**src/rtl/perf_counter_sampler.sv**
```systemverilog
// perf_counter_sampler
// Brings one of several free-running event counters into the clk domain on
// request. The counter is read repeatedly until two consecutive reads agree.
// A per-counter upper word counts wrap-arounds, and {ext, sample} is returned.
// Optional feature: define PERF_COUNTER_SAMPLER_CLEAR_EN to add clear_all.
// clear_all zeroes every last_sample/ext pair.
module perf_counter_sampler #(
  parameter int WIDTH        = 32,
  parameter int NUM_COUNTERS = 4,
  parameter int MAX_RETRIES  = 7,
  parameter int EXT_WIDTH    = 32,
  localparam int IDX_W       = (NUM_COUNTERS > 1) ? $clog2(NUM_COUNTERS) : 1
) (
  input  logic                          clk,
  input  logic                          reset,
`ifdef PERF_COUNTER_SAMPLER_CLEAR_EN
  input  logic                          clear_all,
`endif
  input  logic [NUM_COUNTERS*WIDTH-1:0] counter_values,
  input  logic                          read_en,
  input  logic [IDX_W-1:0]              read_index,
  output logic                          busy,
  output logic                          read_valid,
  output logic [EXT_WIDTH+WIDTH-1:0]    read_value,
  output logic                          read_error
);

  localparam int RTY_W = (MAX_RETRIES > 0) ? $clog2(MAX_RETRIES + 1) : 1;
  localparam logic [RTY_W-1:0] RTY_MAX = RTY_W'(MAX_RETRIES);
  localparam logic [IDX_W:0]   NUM_C   = (IDX_W + 1)'(NUM_COUNTERS);

  localparam logic [1:0] S_IDLE   = 2'd0;
  localparam logic [1:0] S_FIRST  = 2'd1;
  localparam logic [1:0] S_SECOND = 2'd2;
  localparam logic [1:0] S_DONE   = 2'd3;

  logic [1:0]           state_reg;
  logic [IDX_W-1:0]     index_reg;
  logic [RTY_W-1:0]     retry_reg;
  logic [WIDTH-1:0]     s1_reg;
  logic [WIDTH-1:0]     last_snap_reg;
  logic [EXT_WIDTH-1:0] ext_snap_reg;
  // Set when a clear landed during this read: the read then must not commit.
  logic                 hold_reg;

  logic [WIDTH-1:0]     cnt_arr  [NUM_COUNTERS];
  logic [WIDTH-1:0]     last_arr [NUM_COUNTERS];
  logic [EXT_WIDTH-1:0] ext_arr  [NUM_COUNTERS];

  logic                 clear_now;
  logic                 index_ok;
  logic [WIDTH-1:0]     raw_value;
  logic                 stable;
  logic                 wrap;
  logic [EXT_WIDTH-1:0] ext_new;
  logic                 commit_en;

`ifdef PERF_COUNTER_SAMPLER_CLEAR_EN
  assign clear_now = clear_all;
`else
  assign clear_now = 1'b0;
`endif

  // index_reg is only loaded with in-range values, so these lookups stay in bounds.
  assign index_ok  = {1'b0, read_index} < NUM_C;
  assign raw_value = cnt_arr[index_reg];
  assign stable    = (raw_value == s1_reg);
  assign wrap      = (s1_reg < last_snap_reg);
  assign ext_new   = ext_snap_reg + EXT_WIDTH'(wrap);
  assign commit_en = (state_reg == S_SECOND) && stable && !hold_reg;

  assign busy       = (state_reg != S_IDLE);
  assign read_valid = (state_reg == S_DONE);

  genvar gi;
  generate
    for (gi = 0; gi < NUM_COUNTERS; gi++) begin : g_cnt
      logic [WIDTH-1:0]     last_reg;
      logic [EXT_WIDTH-1:0] ext_reg;

      assign cnt_arr[gi]  = counter_values[gi*WIDTH +: WIDTH];
      assign last_arr[gi] = last_reg;
      assign ext_arr[gi]  = ext_reg;

      // Per-counter wrap tracking. A clear wins over a same-cycle commit.
      always_ff @(posedge clk) begin
        if (reset || clear_now) begin
          last_reg <= '0;
          ext_reg  <= '0;
        end else if (commit_en && (index_reg == IDX_W'(gi))) begin
          last_reg <= s1_reg;
          ext_reg  <= ext_new;
        end
      end
    end
  endgenerate

  // Read sequencer: accept, read twice until stable (bounded retries), present result.
  always_ff @(posedge clk) begin
    if (reset) begin
      state_reg     <= S_IDLE;
      index_reg     <= '0;
      retry_reg     <= '0;
      s1_reg        <= '0;
      last_snap_reg <= '0;
      ext_snap_reg  <= '0;
      hold_reg      <= 1'b0;
      read_value    <= '0;
      read_error    <= 1'b0;
    end else begin
      case (state_reg)
        S_IDLE: begin
          if (read_en) begin
            retry_reg  <= '0;
            hold_reg   <= clear_now;
            read_error <= 1'b0;
            if (index_ok) begin
              // Snapshot the extension state now: the result is computed against pre-clear values.
              index_reg     <= read_index;
              last_snap_reg <= last_arr[read_index];
              ext_snap_reg  <= ext_arr[read_index];
              state_reg     <= S_FIRST;
            end else begin
              read_value <= '0;
              read_error <= 1'b1;
              state_reg  <= S_DONE;
            end
          end
        end
        S_FIRST: begin
          hold_reg  <= hold_reg | clear_now;
          s1_reg    <= raw_value;
          state_reg <= S_SECOND;
        end
        S_SECOND: begin
          hold_reg <= hold_reg | clear_now;
          if (stable) begin
            read_value <= {ext_new, s1_reg};
            read_error <= 1'b0;
            state_reg  <= S_DONE;
          end else if (retry_reg == RTY_MAX) begin
            read_value <= {ext_snap_reg, raw_value};
            read_error <= 1'b1;
            state_reg  <= S_DONE;
          end else begin
            s1_reg    <= raw_value;
            retry_reg <= retry_reg + 1'b1;
          end
        end
        default: begin
          state_reg <= S_IDLE;
        end
      endcase
    end
  end

endmodule

```
**config.mk**
```make
export PLATFORM = sky130hd
export DESIGN_NAME = perf_counter_sampler
export DESIGN_NICKNAME = d
export VERILOG_FILES = /design/src/rtl/perf_counter_sampler.sv
export SDC_FILE = /design/constraint.sdc
export NUM_CORES = 1
export LEC_CHECK = 0
export CORE_ASPECT_RATIO = 1.5
export CORE_MARGIN = 1
export CORE_UTILIZATION = 50
export DETAILED_ROUTE_END_ITERATION = 10
export GPL_ROUTABILITY_DRIVEN = 0
export PLACE_DENSITY = 0.73
export SYNTH_ARGS = -nofsm -noshare
export SYNTH_HDL_FRONTEND = slang
export SYNTH_SLANG_ARGS = --single-unit
```
**constraint.sdc**
```tcl
create_clock -name clk -period 4.7 [get_ports clk]
set_input_delay 0.94 -clock clk [delete_from_list [all_inputs] [get_ports clk]]
set_output_delay 0.94 -clock clk [all_outputs]
set_load 0.01 [all_outputs]
```
# [Word level (Yosys, flattened, before mapping)]
# Cells that the tools add are included.
[word_totals] reg_bits=424 inputBits=133 output_inout_bits=67 word_cells=78
[op_classes] addsub=2 n_lt_le_gt_ge=3 n_eq_ne=12 n_mux=26 n_bitwise=2 reduce_logical=17
[op_table] cell="two-way mux 32 bit" count=8
[op_table] cell="binary-select mux 32 bit (select 2 bit)" count=3
[op_table] cell="two-way mux 64 bit" count=2
[op_table] cell="one-hot mux 32 bit (2 select lines)" count=1
[op_table] cell="adder 32 x 1 -> 32 bit" count=1
[op_table] cell="== test 32 bit" count=1
[op_table] cell="< comparator 32 bit" count=1
[op_table] cell="two-way mux 3 bit" count=3
[op_table] cell="== test 2 bit (second input constant)" count=4
[op_table] cell="nonzero test 2 bit" count=4
[op_table] cell=">= comparator 3 bit (second input constant)" count=2
[op_table] cell="two-way mux 2 bit" count=3
[op_table] cell="inequality test 2 bit (second input constant)" count=3
[op_table] cell="inverter 2 -> 3 bit" count=2
[op_table] cell="one-hot mux 2 bit (3 select lines)" count=1
[op_table] cell="one-hot mux 3 bit (2 select lines)" count=1
[op_table] cell="AND reduction 2 bit" count=3
[op_table] cell="AND reduction 3 bit" count=2
[op_table] cell="logical AND 1 bit" count=5
[op_table] cell="== test 2 x 1 -> 1 bit (second input constant)" count=2
[op_table] cell="logical NOT 2 bit" count=2
[op_table] cell="AND reduction 4 bit" count=1
[op_table] cell="adder 3 x 1 -> 3 bit (second input constant)" count=1
[op_table] cell="== test 3 bit (second input constant)" count=1
[op_table] cell="3 further kinds" count=5

# [Depth between registers and ports, before layout]
[logic_depth] word_depth=7 depth_mapped=17 depth_no_buf=17

# [Worst setup path before layout]
# Ideal clock, no wire load.
[synth_path] path_type="reg-to-reg" start="register s1_reg[9]" end="register read_value[60]" setup_ps=70 t_arrival_ps=3688 t_required_ps=4630 setup_slack_ps=942 path_stages_with_launch=17 path_buffers=0 synth_period_minus_slack_ps=3758 cell_sequence="dfxtp_1 -> ha_1 -> a21o_1 -> a21o_1 -> a21oi_1 -> nand2b_1 -> a311oi_1 -> o211ai_1 -> a21oi_1 -> ha_1 -> inv_1 -> nor4_2 -> nand4_1 -> nor3_1 -> xor2_1 -> o221ai_1 -> a21oi_1"
[synth_between] elab_chain_len=3 word_cells_on_any_way=6 classes_between="add/sub (1); order compare (1); eq/ne (1); mux (1); reduce/logical (2)"
[synth_lines] element="from (decl)" line="40" text="logic [WIDTH-1:0] s1_reg;"
[synth_lines] element="from (signal assigned)" line="132" text="s1_reg <= raw_value;"
[synth_lines] element="from (signal assigned)" line="146" text="s1_reg <= raw_value;"
[synth_lines] element="< comparator 32 bit or == test 32 bit (tied branches)" line="68, 67"
[synth_lines] element="adder 32 x 1 -> 32 bit or nonzero test 2 bit (tied branches)"
[synth_lines] element="two-way mux 64 bit or AND reduction 2 bit (tied branches)"
[synth_lines] element="to (signal assigned)" line="138" text="read_value <= {ext_new, s1_reg};"
[synth_lines] element="to (signal assigned)" line="142" text="read_value <= {ext_snap_reg, raw_value};"
[synth_lines] element="to (decl)" line="24" text="output logic [EXT_WIDTH+WIDTH-1:0] read_value,"
# Parallel ways exist; a longest one is shown, timed or not.
# A chain may end at the register's enable or synchronous reset.

# [Final worst setup path]
[layout_path] start="register last_snap_reg[25]" end="register g_cnt[2].ext_reg[28]"
[layout_between] elab_chain_len=2
[layout_lines] element="from (decl)" line="41" text="logic [WIDTH-1:0] last_snap_reg;"
[layout_lines] element="from (signal assigned)" line="120" text="last_snap_reg <= last_arr[read_index];"
[layout_lines] element="< comparator 32 bit" line="68" text="assign wrap = (s1_reg < last_snap_reg);"
[layout_lines] element="adder 32 x 1 -> 32 bit" line="69" text="assign ext_new = ext_snap_reg + EXT_WIDTH'(wrap);"
[layout_lines] element="to (signal assigned)" line="92" text="ext_reg <= ext_new;"
[layout_lines] element="to (decl)" line="79" text="logic [EXT_WIDTH-1:0] ext_reg;"
# Every way passes these cells.

==> load_flow_metrics.sql <==
INSERT INTO impl_metrics (metric_group, metric, value, unit) VALUES
('cts', 'post_cts.resized_instances', '0', ''),
('route', 'drt_first_iter_violations', '1378', ''),
('logic_synthesis', 'postSynthNetCount', '2379', ''),
('sta', 'finalCriticalPeriod', '4.09', 'ns'),
('logic_synthesis', 'synth_largest_type_area_fraction', '43.8', '%'),
('floorplanning', 'chipHeight', '243', 'microns'),
('cts', 'cts-root-buf', 'clkbuf_16', ''),
('global_routing', 'grt_max_degree', '215', ''),
('final_layout', 'finalCoreUtilization', '61.7', '%'),
('cts', 'post_cts_hold_buffer_count', '0', ''),
('cts', 'clk_path_buf_depth', '3', ''),
('global_routing', 'grt_usage', '29.3', '%'),
('sta', 'rsz0062_at_grt', 'false', ''),
('sta', 'timing.final.hold_violations', '0', ''),
('final_layout', 'area_growth', '20.7', '%'),
('logic_synthesis', 'synth-async-reset-ratio', '0', '%'),
('setup_path', 'crit_path_start_kind', 'register', ''),
('cts', 'htree_levels', '2', ''),
('route', 'detail-route-antenna-nets', '0', ''),
('setup_path', 'worstSetupEndpointType', 'register', ''),
('logic_synthesis', 'synth.yosys.warnings', '0', ''),
('setup_path', 'worstReg2RegEnd', 'g_cnt[2].ext_reg[28]', ''),
('setup_path', 'worstPathRequired', '5.17', 'ns'),
('setup_path', 'critical_path.cell_chain', 'inv_1 -> ha_1 -> a21o_1 -> a21o_1 -> a21o_1 -> a21o_1 -> a21oi_1 -> o21ai_0 -> a21oi_1 -> ha_1 -> inv_1 -> nor4_2 -> buf_4 -> nand4_1 -> buf_4 -> nor3_1 -> xor2_1 -> buf_4 -> nand2_1 -> a21oi_1', ''),
('logic_synthesis', 'postSynthAreaPerCell', '8.77', 'sq um'),
('power_and_ir_drop', 'leakage', '8.09', 'nW'),
('route', 'drc', '0', ''),
('setup_path', 'arr_time_crit_path', '4.56', 'ns'),
('power_and_ir_drop', 'p_per_area', '394', 'nW/um^2'),
('cts', 'cts-buffers-inserted', '41', ''),
('cts', 'clkSlewWorstSetupHoldPaths', '0.06', 'ns'),
('logic_synthesis', 'post_synth_most_frequent_cells', 'nand2_1 (755), dfxtp_1 (424), a21oi_1 (347)', ''),
('placement', 'dp_hpwl', '36.5', 'mm'),
('setup_path', 'rrSetupSlack', '0.61', 'ns'),
('sta', 'fin_worst_skew', '0.0124', 'ns'),
('global_routing', 'grt_pass1_wl', '90.3', 'mm'),
('global_routing', 'antenna_found_initial', '0', ''),
('setup_path', 'critical-path-top-cell-by-count', 'a21o_1', ''),
('logic_synthesis', 'synth_enable_flop_cells', '0', ''),
('cts', 'clk-insertion-delay-late', '0.55', 'ns'),
('route', 'drt_wl_total', '58.0', 'mm'),
('logic_synthesis', 'library_cells_used_by_synthesis', '57', ''),
('logic_synthesis', 'postSynthCellCount', '2207', ''),
('placement', 'dp.cells', '2798', ''),
('cts', 'clkSinkCount', '424', ''),
('setup_path', 'worst-path-max-fanout', '7', ''),
('floorplanning', 'die-area', '39500', 'sq um'),
('sta', 'setup_tns', '0', 'ns'),
('sta', 'setup_ws', '0.609', 'ns'),
('logic_synthesis', 'synth.area.top_cells', 'dfxtp_1 (44%), nand2_1 (15%), mux4_2 (11%), a21oi_1 (9.0%), mux2i_1 (3.5%)', ''),
('route', 'drt_pre_antenna_iters', '6', ''),
('global_routing', 'globalRoute.totalOverflow', '0', ''),
('sta', 'timing_worst_slew_pin_value', '0.976', 'ns'),
('status', 'run_status', 'completed', ''),
('floorplanning', 'rows', '87', ''),
('setup_path', 'critical_path.slowest_cell', 'a21oi_1', ''),
('hold_path', 'min_path_type', 'register to register', ''),
('global_routing', 'first_global_vias', '17093', ''),
('final_layout', 'insertedDiodeCount', '0', ''),
('cts', 'cts_tree', 'built', ''),
('floorplanning', 'floorplan.initialDensity', '51.1', '%'),
('final_layout', 'finish.cell_count_without_fillers', '2871', ''),
('placement', 'number_of_port_buffers', '199', ''),
('logic_synthesis', 'synth_ff_type', 'dfxtp_1', ''),
('sta', 'slew_margin_rel', '35.0', '%'),
('sta', 'achievable-frequency', '244', 'MHz'),
('setup_path', 'reg2reg_from', 'last_snap_reg[25]', ''),
('route', 'num_vias', '16825', ''),
('sta', 'final_min_period_over_clock_period', '87.1', '%'),
('final_layout', 'multi_input_comb_area', '9900', 'sq um'),
('final_layout', 'drive_above_1_share', '11.6', '%');
-- cells in the final DEF (no fill, tap or decap), types with 4 or more instances in the layout --
master,Yosys,routed
a211oi_1,6,6
a21o_1,11,11
a21oi_1,347,347
and3_1,8,4
and3_2,0,4
buf_12,4,22
buf_4,2,46
bufinv_16,0,4
clkbuf_1,108,7
clkbuf_16,0,41
clkbuf_8,0,8
clkdlybuf4s50_1,0,196
clkinv_2,0,9
dfxtp_1,424,422
ha_1,39,39
inv_1,62,61
mux2i_1,67,67
mux4_2,95,95
nand2_1,755,754
nand2b_1,8,8
nand3_1,15,11
nand3_2,0,4
nand4_1,22,22
nor2_1,22,22
nor3_1,5,5
o21a_1,12,11
o21ai_0,9,9
o221a_2,11,11
o221ai_1,16,16
xnor2_1,51,51
xor2_1,9,9
-- how the worst min path moves through the flow --
stage,start,endpoint,slack (ns),cells after the start
finish,g_cnt[3].ext_reg[24],g_cnt[3].ext_reg[24],0.45,2
global route,g_cnt[3].last_reg[7],g_cnt[3].last_reg[7],0.47,2
CTS,g_cnt[3].ext_reg[24],g_cnt[3].ext_reg[24],0.45,2
detailed placement,g_cnt[3].ext_reg[24],g_cnt[3].ext_reg[24],0.44,2
global placement,g_cnt[3].last_reg[29],g_cnt[3].last_reg[29],0.43,2
floorplan,g_cnt[2].ext_reg[31],g_cnt[2].ext_reg[31],0.43,2
-- metal layers --
layer  routed length [microns]  global-route usage, %
met1                     20600                   32.7
met2                     29800                   52.4
met3                      4360                   3.81
met4                      3250                   17.6
met5                         0                      0
-- through the flow --
step           total power, mW  hold WS [ns]  cell area [sq um]
2_1_floorplan             5.18         0.429              19400
3_3_place_gp              5.87         0.434              22000
3_5_place_dp              5.90         0.440              22000
4_1_cts                   9.24         0.448              23400
5_1_grt                   9.53         0.465              23400
6_report                  9.21         0.446              23400
-- final cells by class --
| cell class | count | share of cell area [%] |
|---|---|---|
| clock buffer | 56 | 4.97 |
| clock inverter | 17 | 0.846 |
| inverter | 63 | 1.02 |
| multi-input combinational | 1556 | 42.4 |
| sequential | 424 | 36.3 |
| tap | 489 | 2.62 |
| timing repair buffer | 266 | 11.8 |
-- critical path: cells and delay by family (launching register included) --
family	cells	cell delay (ns)
DFF	1	0.33
adders and majority gates	2	0.64
AOI/OAI and AO/OA	8	1.57
xor gates and xnor gates	1	0.21
buffers and inverters	5	0.65
and+or+nand+nor	4	0.60
-- cells by family after synthesis --
logic type	count (synthesis)	synth area share (%)
muxes	163	14.7
AOI/OAI and AO/OA	431	12.7
and+or+nand+nor	860	18.1
DFF	424	43.8
buffers and inverters	227	5.22
adders and majority gates	39	2.52
xor gates and xnor gates	63	2.97
-- power by group --
| part | total (mW) | switching, mW | internal [mW] |
|---|---|---|---|
| registers | 3.93 | 0.223 | 3.70 |
| clock network | 3.37 | 1.41 | 1.96 |
| logic | 1.91 | 1.09 | 0.825 |
| total | 9.21 | 2.73 | 6.48 |
Note: power is estimated with default switching activity, not from simulation.
